### config.mk
export PLATFORM = sky130hd
export DESIGN_NAME = alu_share_sched
export DESIGN_NICKNAME = d
export VERILOG_FILES = /design/src/rtl/alu_share_sched.sv
export SDC_FILE = /design/constraint.sdc
export NUM_CORES = 1
export LEC_CHECK = 0
export ABC_AREA = 1
export BUFFER_PORTS_ARGS = -buffer_cell sky130_fd_sc_hd__buf_2
export CAP_MARGIN = 20
export CORE_AREA = 8 8 155 157
export DETAILED_ROUTE_END_ITERATION = 16
export DIE_AREA = 0 0 163 165
export SYNTH_ARGS = -nofsm -noshare
export SYNTH_HDL_FRONTEND = slang
export SYNTH_SLANG_ARGS = --single-unit
### constraint.sdc
create_clock -name clk -period 3.1 [get_ports clk]
set_input_delay 0.775 -clock clk [delete_from_list [all_inputs] [get_ports clk]]
set_output_delay 0.775 -clock clk [all_outputs]
set_load 0.01 [all_outputs]
### src/rtl/alu_share_sched.sv
// Round-robin scheduler sharing one combinational ALU among NUM_REQ requesters.
// One op in flight: grant in IDLE, wait op-dependent cycles in EXEC, hold response in RESP.
module alu_share_sched #(
    parameter int NUM_REQ = 4,
    parameter int DW      = 32,
    parameter int MUL_LAT = 2,
    localparam int IDW    = (NUM_REQ > 1) ? $clog2(NUM_REQ) : 1
) (
    input  logic                   clk,
    input  logic                   rst_n,
    input  logic [NUM_REQ-1:0]     req_valid,
    output logic [NUM_REQ-1:0]     req_ready,
    input  logic [NUM_REQ*DW-1:0]  req_a,
    input  logic [NUM_REQ*DW-1:0]  req_b,
    input  logic [NUM_REQ*3-1:0]   req_op,
    output logic                   rsp_valid,
    input  logic                   rsp_ready,
    output logic [IDW-1:0]         rsp_id,
    output logic [DW-1:0]          rsp_result,
    output logic                   rsp_err,
    output logic [DW-1:0]          alu_a,
    output logic [DW-1:0]          alu_b,
    output logic [2:0]             alu_op,
    input  logic [DW-1:0]          alu_result,
    output logic                   busy
);
    localparam int CW = (MUL_LAT > 1) ? $clog2(MUL_LAT) : 1;
    localparam logic [2:0] OP_MUL = 3'b101;

    typedef enum logic [1:0] {IDLE, EXEC, RESP} state_t;

    state_t             state, state_nxt;
    logic [IDW-1:0]     ptr, id, gnt_id, idx;
    logic [CW-1:0]      cyc_cnt;
    logic [NUM_REQ-1:0] gnt;
    logic               found, accept;

    logic [DW-1:0] a_arr  [NUM_REQ];
    logic [DW-1:0] b_arr  [NUM_REQ];
    logic [2:0]    op_arr [NUM_REQ];

    for (genvar i = 0; i < NUM_REQ; i++) begin : g_unpack
        assign a_arr[i]  = req_a[i*DW +: DW];
        assign b_arr[i]  = req_b[i*DW +: DW];
        assign op_arr[i] = req_op[i*3 +: 3];
    end

    // First asserted valid found scanning upward from ptr with wrap.
    always_comb begin
        gnt    = '0;
        gnt_id = '0;
        found  = 1'b0;
        idx    = '0;
        for (int k = 0; k < NUM_REQ; k++) begin
            idx = IDW'((int'(ptr) + k) % NUM_REQ);
            if (!found && req_valid[idx]) begin
                gnt[idx] = 1'b1;
                gnt_id   = idx;
                found    = 1'b1;
            end
        end
    end

    assign req_ready = (state == IDLE) ? gnt : '0;
    assign accept    = (state == IDLE) && found;
    assign rsp_valid = (state == RESP);
    assign busy      = (state != IDLE);
    assign rsp_id    = id;

    always_ff @(posedge clk or negedge rst_n) begin
        if (!rst_n) state <= IDLE;
        else        state <= state_nxt;
    end

    always_comb begin
        state_nxt = state;
        case (state)
            IDLE:    if (accept) state_nxt = EXEC;
            EXEC:    if (cyc_cnt == '0) state_nxt = RESP;
            RESP:    if (rsp_ready) state_nxt = IDLE;
            default: state_nxt = IDLE;
        endcase
    end

    always_ff @(posedge clk or negedge rst_n) begin
        if (!rst_n) begin
            ptr        <= '0;
            id         <= '0;
            cyc_cnt    <= '0;
            alu_a      <= '0;
            alu_b      <= '0;
            alu_op     <= 3'b000;
            rsp_result <= '0;
            rsp_err    <= 1'b0;
        end else begin
            if (accept) begin
                alu_a   <= a_arr[gnt_id];
                alu_b   <= b_arr[gnt_id];
                alu_op  <= op_arr[gnt_id];
                id      <= gnt_id;
                cyc_cnt <= (op_arr[gnt_id] == OP_MUL) ? CW'(MUL_LAT - 1) : '0;
                ptr     <= IDW'((int'(gnt_id) + 1) % NUM_REQ);
            end
            if (state == EXEC) begin
                if (cyc_cnt != '0) begin
                    cyc_cnt <= cyc_cnt - 1'b1;
                end else begin
                    rsp_result <= alu_result;
                    rsp_err    <= (alu_op >= 3'b110);
                end
            end
        end
    end
endmodule

==> results.py, run 1 <==
metrics = {
    "outcome": {
        "status": "finished clean",
    },
    "critical_path": {
        "critPathRequiredTime_ps": 2320,
        "cp_slowest_cell": "dfrtp_1",
        "cp-end-kind": "output port",
        "worst-path-max-fanout": 13,
        "ff2ff_setup_slack_ps": 430,
        "crit_type": "reg2out",
        "crit_chain": "inv_6, ha_4, inv_1, nand3_1, nand2_1, nand4_1, o21ai_0, nand2_1, inv_1, buf_2",
        "cp.arrival_ps": 2130,
        "critPathMaxStageDelay_ps": 430,
        "worst_setup_path_start_kind": "flop",
    },
    "global_routing": {
        "antenna_found_initial": 3,
        "grt_max_degree": 83,
        "grt_pass1_wl_mm": 42.4,
        "grt_use_total_pct": 20.0,
        "overflow": 0,
        "grt_pass1_vias": 7655,
    },
    "synth": {
        "synthFlopType": "dfrtp_1",
        "synth_nets": 1259,
        "seq_area_frac_synth_pct": 40.9,
        "yosysTopAreaCell": "dfrtp_1",
        "async_reset_ff_share_pct": 100,
        "netlist_top_cells_count": "nand2_1, nor2_1, dfrtp_1",
        "ys_top_cells_by_area": "dfrtp_1, nand2_1, nor2_1, o21ai_1, o21ai_0",
        "yosysMostFrequentCell": "nand2_1",
        "ys_seq_elements": 107,
        "synth_enable_flop_cells": 0,
        "yosysTopAreaCellShare_pct": 40.9,
        "yosysUniqueCellTypes": 29,
        "synth-warning-count": 0,
        "syn_avg_cell_area_um2": 6.94,
        "synth_area_um2": 6550,
        "syn-instance-count": 944,
    },
    "final_layout": {
        "drive_gt1_share_pct": 35.8,
        "area_growth_pct": 40.9,
        "nets": 1646,
    },
    "sta": {
        "min_period_ps": 2910,
        "timing.final.ws_setup_ps": 194,
        "hold_viol": 0,
        "tightest_slew_ps": 959,
        "fin_skew_ps": 12.0,
        "slew_violations": 0,
        "grt_setup_unrepaired": "no",
        "relSlewSlack_pct": 35.7,
        "fmax_mhz": 344,
        "post-route-period-util_pct": 93.8,
        "whs_ps": 415,
        "finalSetupViolations": 0,
        "setup_tns_ps": 0,
    },
    "route": {
        "vias_per_cell": 4.69,
        "drt-pass1-iter-count": 5,
        "wl_per_cell_um": 17.4,
        "route.detailed.drc": 0,
        "drt-total-wl_mm": 28.2,
        "vias": 7590,
        "antenna_left": 0,
        "drt_iter0_drc": 489,
    },
    "power": {
        "total_leakage_power_uw": 0.00518,
        "p_per_area_nw_per_um2": 1380,
        "ir_worst_vdd_v": 0.00116,
    },
    "hold_path": {
        "hp-class": "in2async",
    },
    "cts": {
        "clock-root-buffer": "clkbuf_16",
        "cts_tree": "built",
        "insertion_delay_ps": 360,
        "path_clk_slew_ps": 90,
        "cts_max_path_buffers": 2,
        "h-tree-depth": 3,
        "clock-sinks": 107,
        "cts_made_buffers": 9,
    },
    "floorplanning": {
        "die_w_um": 163,
        "initial_utilization_pct": 30.5,
        "rows": 54,
        "dieArea_um2": 26900,
        "io_pins": 415,
        "die_y_um": 165,
        "core_area_um2": 21500,
    },
    "placement": {
        "pre_cts_slack_ps": 264,
        "place_congestion": 0.892,
        "hpwl_mm": 21.9,
        "io_buffers": 414,
    },
    "flow_run": {
        "maxCapViolCount": 0,
    },
}
==> logic make-up after synthesis <==
logic type	share of synthesized area, %
AND/OR/NAND/NOR	32.4
flip-flops	40.9
buffers and inverters	8.11
adder cells (fa/ha/maj)	1.53
AO/OA/AOI/OAI	17.1
==> area by class of cell <==
cell class / instances / area, um2
Tap cell: 280 / 350
Multi-Input combinational cell: 729 / 3370
Timing Repair Buffer: 434 / 2320
Clock inverter: 7 / 82.6
Antenna cell: 2 / 5.00
Fill cell: 2291 / 12300
Sequential cell: 107 / 2680
Inverter: 50 / 194
Clock buffer: 9 / 225
==> per-stage QoR <==
step	instance area [um2]	power, uW	util, %	cells
floorplan	6550	8890	-	944
global placement	8880	11500	41.3	1598
detailed placement	8880	11600	41.3	1598
CTS	9190	12800	42.8	1614
global route	9230	14100	43.0	1617
finish	9230	12700	43.0	1618
==> per-layer routing <==
metal,global-route usage [%],vias to the layer above,share of wire [%]
met2,34.1,320,49
met5,0,-,0.050
met3,5.81,44,8.6
li1,-,3815,-
met4,6.88,2,2.4
met1,23.7,3409,40
==> cells in the final DEF, fill, tap and decap left out, types with 4 or more instances in the layout <==
cell type / instances
o21ai_0: 57
ha_1: 7
nand2_2: 5
nand2_1: 293
buf_2: 413
a21oi_1: 9
nand3_1: 48
or2_2: 9
nor2_1: 157
buf_12: 8
o21ai_1: 70
clkbuf_16: 9
inv_2: 4
o21a_1: 32
dfrtp_1: 107
o211ai_1: 18
buf_4: 13
inv_1: 43
nand4_1: 7
==> power breakdown <==
part           internal [uW]  switching, uW
clock network            575            617
registers               2170            384
logic                   3160           5810
==> registers in the layout, summed over array words and instances (netlist names) <==
| signal | cells |
|---|---|
| ptr | 2 |
| alu_b | 32 |
| rsp_result | 32 |
| rsp_err | 1 |
| cyc_cnt | 1 |
| rsp_id | 2 |
| alu_op | 3 |
| state | 2 |
| alu_a | 32 |
==> final timing paths <==
kind	startpoint	end	cells after the start
worst max-delay path	ptr[0]	req_ready[1]	10
worst min-delay path	rst_n	alu_a[11]	1
worst min register to register	rsp_result[17]	rsp_result[17]	2
worst max register to register	ptr[0]	alu_b[25]	14
max in group asynchronous	rst_n	alu_a[13]	2
min in group clk	rsp_result[17]	rsp_result[17]	2
==> critical path: cells and delay by family, from the launching register on <==
kind,cells,cell delay [ps]
simple gates,4,480
buf+inv,4,410
compound gates,1,240
flops,1,430
fa+ha+maj,1,230
==> timing repair <==
action | in CTS | in global routing
hold buffers | 0 | 0
setup endpoints to repair | 0 | 5
buffers inserted | 0 | 2
hold endpoints to repair | 0 | 0
gates resized for setup | 0 | 4
No activity file was read; power rests on OpenSTA's default activity.
==> run 2, diff against run 1 <==
clock period = 2.35 ns   (was 3.1 ns; I/O delays follow)
==> results.py, run 2 (synthesized netlist as in run 1, its figures left out) <==
metrics = {
    "power": {
        "finalPower_uw": 24800,
        "internal-power_uw": 13000,
        "pwr-share-seq_pct": 13.7,
        "total_leakage_power_uw": 0.00597,
        "p_per_area_nw_per_um2": 2250,
        "clkPwrFrac_pct": 6.3,
        "switchingPower_uw": 11800,
        "ir_worst_vdd_v": 0.00101,
        "p_comb_share_pct": 80.0,
        "swShare_pct": 47.6,
    },
    "global_routing": {
        "grt_use_total_pct": 22.3,
        "grt_pass1_wl_mm": 46.6,
        "grt_pass1_vias": 8175,
        "grt_max_degree": 49,
        "overflow": 0,
        "antenna_found_initial": 2,
    },
    "final_layout": {
        "drive_gt1_share_pct": 45.0,
        "reg_top3": "alu_a: 32 flops, alu_b: 32 flops, rsp_result: 32 flops",
        "area_growth_pct": 68.1,
        "mostFrequentLayoutCell": "buf_2",
        "utilization_pct": 51.3,
        "nets": 1727,
        "layout_common_cells": "buf_2, nand2_1, nor2_1",
    },
    "sta": {
        "fin_skew_ps": 13.4,
        "tightest_slew_ps": 637,
        "relSlewSlack_pct": 57.4,
        "slew_violations": 0,
        "timing.final.ws_setup_ps": -277,
        "post-route-period-util_pct": 112,
        "whs_ps": 187,
        "grt_setup_unrepaired": "yes",
        "finalSetupViolations": 72,
        "hold_viol": 0,
        "fmax_mhz": 381,
        "min_period_ps": 2630,
    },
    "outcome": {
        "violations": "negative setup slack",
        "status": "complete, but fails checks",
    },
    "placement": {
        "place_congestion": 0.916,
        "io_buffers": 414,
        "hpwl_mm": 22.5,
    },
    "route": {
        "antenna_left": 0,
        "drt-total-wl_mm": 33.4,
        "drt_iter0_drc": 631,
        "wl_per_cell_um": 19.6,
        "route.detailed.drc": 0,
        "vias": 8314,
        "drt-pass1-iter-count": 7,
        "vias_per_cell": 4.89,
    },
    "cts": {
        "cts_made_buffers": 9,
        "path_clk_slew_ps": 90,
        "cts_tree": "built",
        "h-tree-depth": 3,
        "clock-root-buffer": "clkbuf_16",
        "clock-sinks": 107,
        "cts_max_path_buffers": 2,
        "insertion_delay_ps": 360,
        "cts_hold_buf": 0,
    },
    "critical_path": {
        "critPathRequiredTime_ps": 1760,
        "regToRegStartpoint": "ptr[0]",
        "r2r_cells": 17,
        "crit_chain": "buf_6, nand2_1, nand3_2, nand2_4, inv_2, buf_4, o22ai_1, a31oi_1, o21ai_2, nand2_1, inv_1, buf_2",
        "ff2ff_setup_slack_ps": -190,
        "cp_slowest_cell": "dfrtp_1",
        "cpMostUsedCell": "nand2_1",
        "worst-path-max-fanout": 8,
        "cp-end-kind": "output port",
        "cp.arrival_ps": 2040,
        "worst_setup_path_start_kind": "flop",
        "crit_type": "reg2out",
        "critPathMaxStageDelay_ps": 430,
        "timing.rr.end": "alu_a[16]",
    },
    "floorplanning": {
        "die_y_um": 165,
        "core_area_um2": 21500,
        "die_w_um": 163,
        "io_pins": 415,
        "dieArea_um2": 26900,
        "initial_utilization_pct": 30.5,
        "rows": 54,
    },
    "flow_run": {
        "maxCapViolCount": 0,
    },
    "hold_path": {
        "hp-class": "in2async",
    },
}
-- run 2: cell types whose count changed in the layout (fill, tap and decap cells not counted), moves of 13 or more --
cell	before	now
clkbuf_16	9	22
o21ai_0	57	26
buf_4	13	31
nand2_1	293	276
buf_16	0	14
nor2_2	2	20
buf_6	0	16
o21ai_2	0	24
nor2_1	157	137
-- run 2: area by class of cell --
type / instances / area [um2]
Fill cell: 2113 / 10500
Timing Repair Buffer: 515 / 3750
Multi-Input combinational cell: 729 / 3700
Sequential cell: 107 / 2680
Tap cell: 280 / 350
Clock buffer: 9 / 225
Inverter: 50 / 220
Clock inverter: 7 / 83.8
Antenna cell: 2 / 5.00
-- run 2: how the worst max path moves through the flow --
stage | startpoint | end | slack, ps | depth (start not counted)
2_1_floorplan | ptr[0] | alu_a[15] | 60 | 13
3_3_place_gp | req_valid[3] | alu_b[28] | -70 | 14
3_5_place_dp | req_valid[3] | alu_b[6] | -100 | 14
4_1_cts | ptr[0] | req_ready[0] | -250 | 11
5_1_grt | ptr[0] | req_ready[0] | -380 | 11
6_report | ptr[0] | req_ready[2] | -280 | 12
-- run 2: power by group through the flow --
stage          logic, uW  registers (uW)  clock network, uW
6_report           19800            3390               1570
2_1_floorplan       7950            3770                  0
3_5_place_dp       12600            3380                  0
5_1_grt            21500            3490               1690
4_1_cts            16700            3380               1620
3_3_place_gp       12400            3400                  0
-- run 2: critical path, delay by kind of cell, from the launching register on --
kind	cells	cell delay, ps
compound gates	3	350
buf+inv	5	540
simple gates	4	370
flops	1	430
-- run 2: metrics by stage --
step | instance area (um2) | worst slack (ps) | TNS, ps | std cells
after floorplan | 6550 | 61.8 | 0 | 944
after global placement | 9080 | -73.3 | -626 | 1619
after detailed placement | 9080 | -97.6 | -1380 | 1619
after CTS | 10400 | -252 | -2730 | 1674
after global routing | 11000 | -382 | -19850 | 1698
final | 11000 | -277 | -10070 | 1699
-- run 2: what timing repair did --
item,CTS,global route
endpoints found under the setup margin,14,75
gates resized for setup,90,100
pin swaps,25,26
setup buffers,25,10
gates cloned,17,16
-- run 2: metal layers --
| layer | track usage, % | vias to the layer above | wire length [um] |
|---|---|---|---|
| met5 | 0 | - | 0 |
| met4 | 8.67 | 0 | 1100 |
| met3 | 6.21 | 70 | 2820 |
| met2 | 38.4 | 421 | 16600 |
| met1 | 25.8 | 3830 | 12800 |
| li1 | - | 3993 | - |
==> run 3, diff against run 2 <==
SETUP_SLACK_MARGIN = 0.5   (was not set)
==> results.py, run 3 (synthesized netlist as in run 1, its figures left out) <==
metrics = {
    "sta": {
        "relSlewSlack_pct": 68.3,
        "post-route-period-util_pct": 110,
        "fin_skew_ps": 14.1,
        "grt_setup_unrepaired": "yes",
        "finalSetupViolations": 67,
        "min_period_ps": 2590,
        "slew_violations": 0,
        "tightest_slew_ps": 475,
        "whs_ps": 169,
        "fmax_mhz": 386,
        "timing.final.ws_setup_ps": -238,
        "hold_viol": 0,
    },
    "placement": {
        "post-place-cells": 1620,
        "io_buffers": 414,
        "hpwl_mm": 22.5,
        "pre_cts_slack_ps": -123,
        "place_congestion": 0.931,
    },
    "critical_path": {
        "worst-path-max-fanout": 7,
        "crit_chain": "inv_8, ha_4, nand3_2, nand2_4, nor2_4, buf_4, nand3_4, nand3_4, buf_4, buf_12, buf_4, or2_2, o211ai_1, o211ai_1",
        "critPathRequiredTime_ps": 2590,
        "crit_type": "reg2reg",
        "cp_slowest_cell": "dfrtp_2",
        "critPathBufInv": 5,
        "cpMostUsedCell": "buf_4",
        "cp.arrival_ps": 2830,
        "cp_top_family": "simple AND/OR/NAND/NOR gates",
        "critPathMaxStageDelay_ps": 440,
        "worst_setup_path_start_kind": "flop",
        "cp-end-kind": "flop",
    },
    "final_layout": {
        "mostFrequentLayoutCell": "buf_2",
        "nets": 1713,
        "area_growth_pct": 60.9,
        "n_fill_cell": 2193,
        "drive_gt1_share_pct": 41.3,
        "utilization_pct": 49.1,
        "reg_top3": "alu_a: 32 flops, alu_b: 32 flops, rsp_result: 32 flops",
        "layout_common_cells": "buf_2, nand2_1, nor2_1",
        "layoutNonFillerInstCount": 1686,
    },
    "route": {
        "wl_per_cell_um": 19.0,
        "antenna_left": 0,
        "drt-total-wl_mm": 32.0,
        "drt_iter0_drc": 508,
        "vias": 8135,
        "drt-pass1-iter-count": 5,
        "vias_per_cell": 4.83,
        "route.detailed.drc": 0,
    },
    "cts": {
        "clock-sinks": 107,
        "clock-root-buffer": "clkbuf_16",
        "insertion_delay_ps": 360,
        "cts_tree": "built",
        "cts_hold_buf": 0,
        "cts_max_path_buffers": 2,
        "cts_made_buffers": 9,
        "h-tree-depth": 3,
        "path_clk_slew_ps": 90,
    },
    "floorplanning": {
        "die_y_um": 165,
        "initial_utilization_pct": 30.5,
        "dieArea_um2": 26900,
        "die_w_um": 163,
        "io_pins": 415,
        "core_area_um2": 21500,
        "rows": 54,
    },
    "power": {
        "ir_worst_vdd_v": 0.000823,
        "p_per_area_nw_per_um2": 2160,
        "total_leakage_power_uw": 0.00581,
    },
    "global_routing": {
        "grt_pass1_wl_mm": 47.5,
        "grt_use_total_pct": 23.0,
        "antenna_found_initial": 4,
        "grt_pass1_vias": 8436,
        "overflow": 0,
        "grt_max_degree": 45,
    },
    "flow_run": {
        "maxCapViolCount": 0,
    },
    "outcome": {
        "violations": "negative setup slack",
        "status": "complete, but fails checks",
    },
    "hold_path": {
        "hp-class": "in2async",
    },
}
run 3: worst register-to-register path, cell delays in order (launching register included):
cell      delay [ps]
dfrtp_2          440
inv_8             60
ha_4             300
nand3_2          130
nand2_4          120
nor2_4            50
buf_4            140
nand3_4          110
nand3_4          120
buf_4            170
buf_12           140
buf_4            160
or2_2            280
o211ai_1         140
o211ai_1         140
run 3: worst paths after layout:
| path | slack [ps] | endpoint | cells past startpoint | from |
|---|---|---|---|---|
| max in group asynchronous | 1560 | state[0] | 2 | rst_n |
| hold reg to reg | 470 | rsp_result[17] | 2 | rsp_result[17] |
| hold / removal | 170 | alu_a[5] | 1 | rst_n |
| setup reg to reg | -240 | alu_b[19] | 14 | ptr[0] |
| min in group clk | 400 | state[1] | 2 | rsp_ready |
| setup / recovery | -240 | alu_b[19] | 14 | ptr[0] |
run 3: routing by layer:
metal  vias up  wire [um]  GRT usage, %
li1       3974          -             -
met1      3748      12700          26.7
met2       356      15800          40.0
met3        55       2540          5.96
met4         2        948          8.84
met5         -         14             0
run 3: power breakdown:
part	switching, uW	total, uW	internal [uW]
Combinational	9440	17800	8340
Clock	824	1580	757
Sequential	526	3390	2860
run 3: area by class of cell:
cell class / count / area (um2) / area share (%)
multi-input cells: 729 / 3530 / 33.5
well taps: 280 / 350 / 3.32
clock buffers: 9 / 225 / 2.14
clock inverters: 7 / 78.8 / 0.747
inverters: 50 / 219 / 2.08
repair buffers: 501 / 3460 / 32.8
diodes: 3 / 7.51 / 0.0712
flip-flops and latches: 107 / 2680 / 25.4
run 3: metrics by stage:
step | setup TNS [ps] | total power [uW] | area (um2)
CTS | -5570 | 22600 | 10400
global placement | -318 | 16100 | 9140
floorplan | 0 | 11900 | 6610
global route | -14710 | 24600 | 10500
finish | -6220 | 22700 | 10500
detailed placement | -1260 | 16300 | 9140
run 3: repair_timing:
action                                 4_1_cts  5_1_grt
resized for setup                           82       14
setup endpoints to repair                   78       98
pin swaps                                   18        6
endpoints found under the hold margin        0        0
setup buffers                               23        6
gates cloned                                18        0
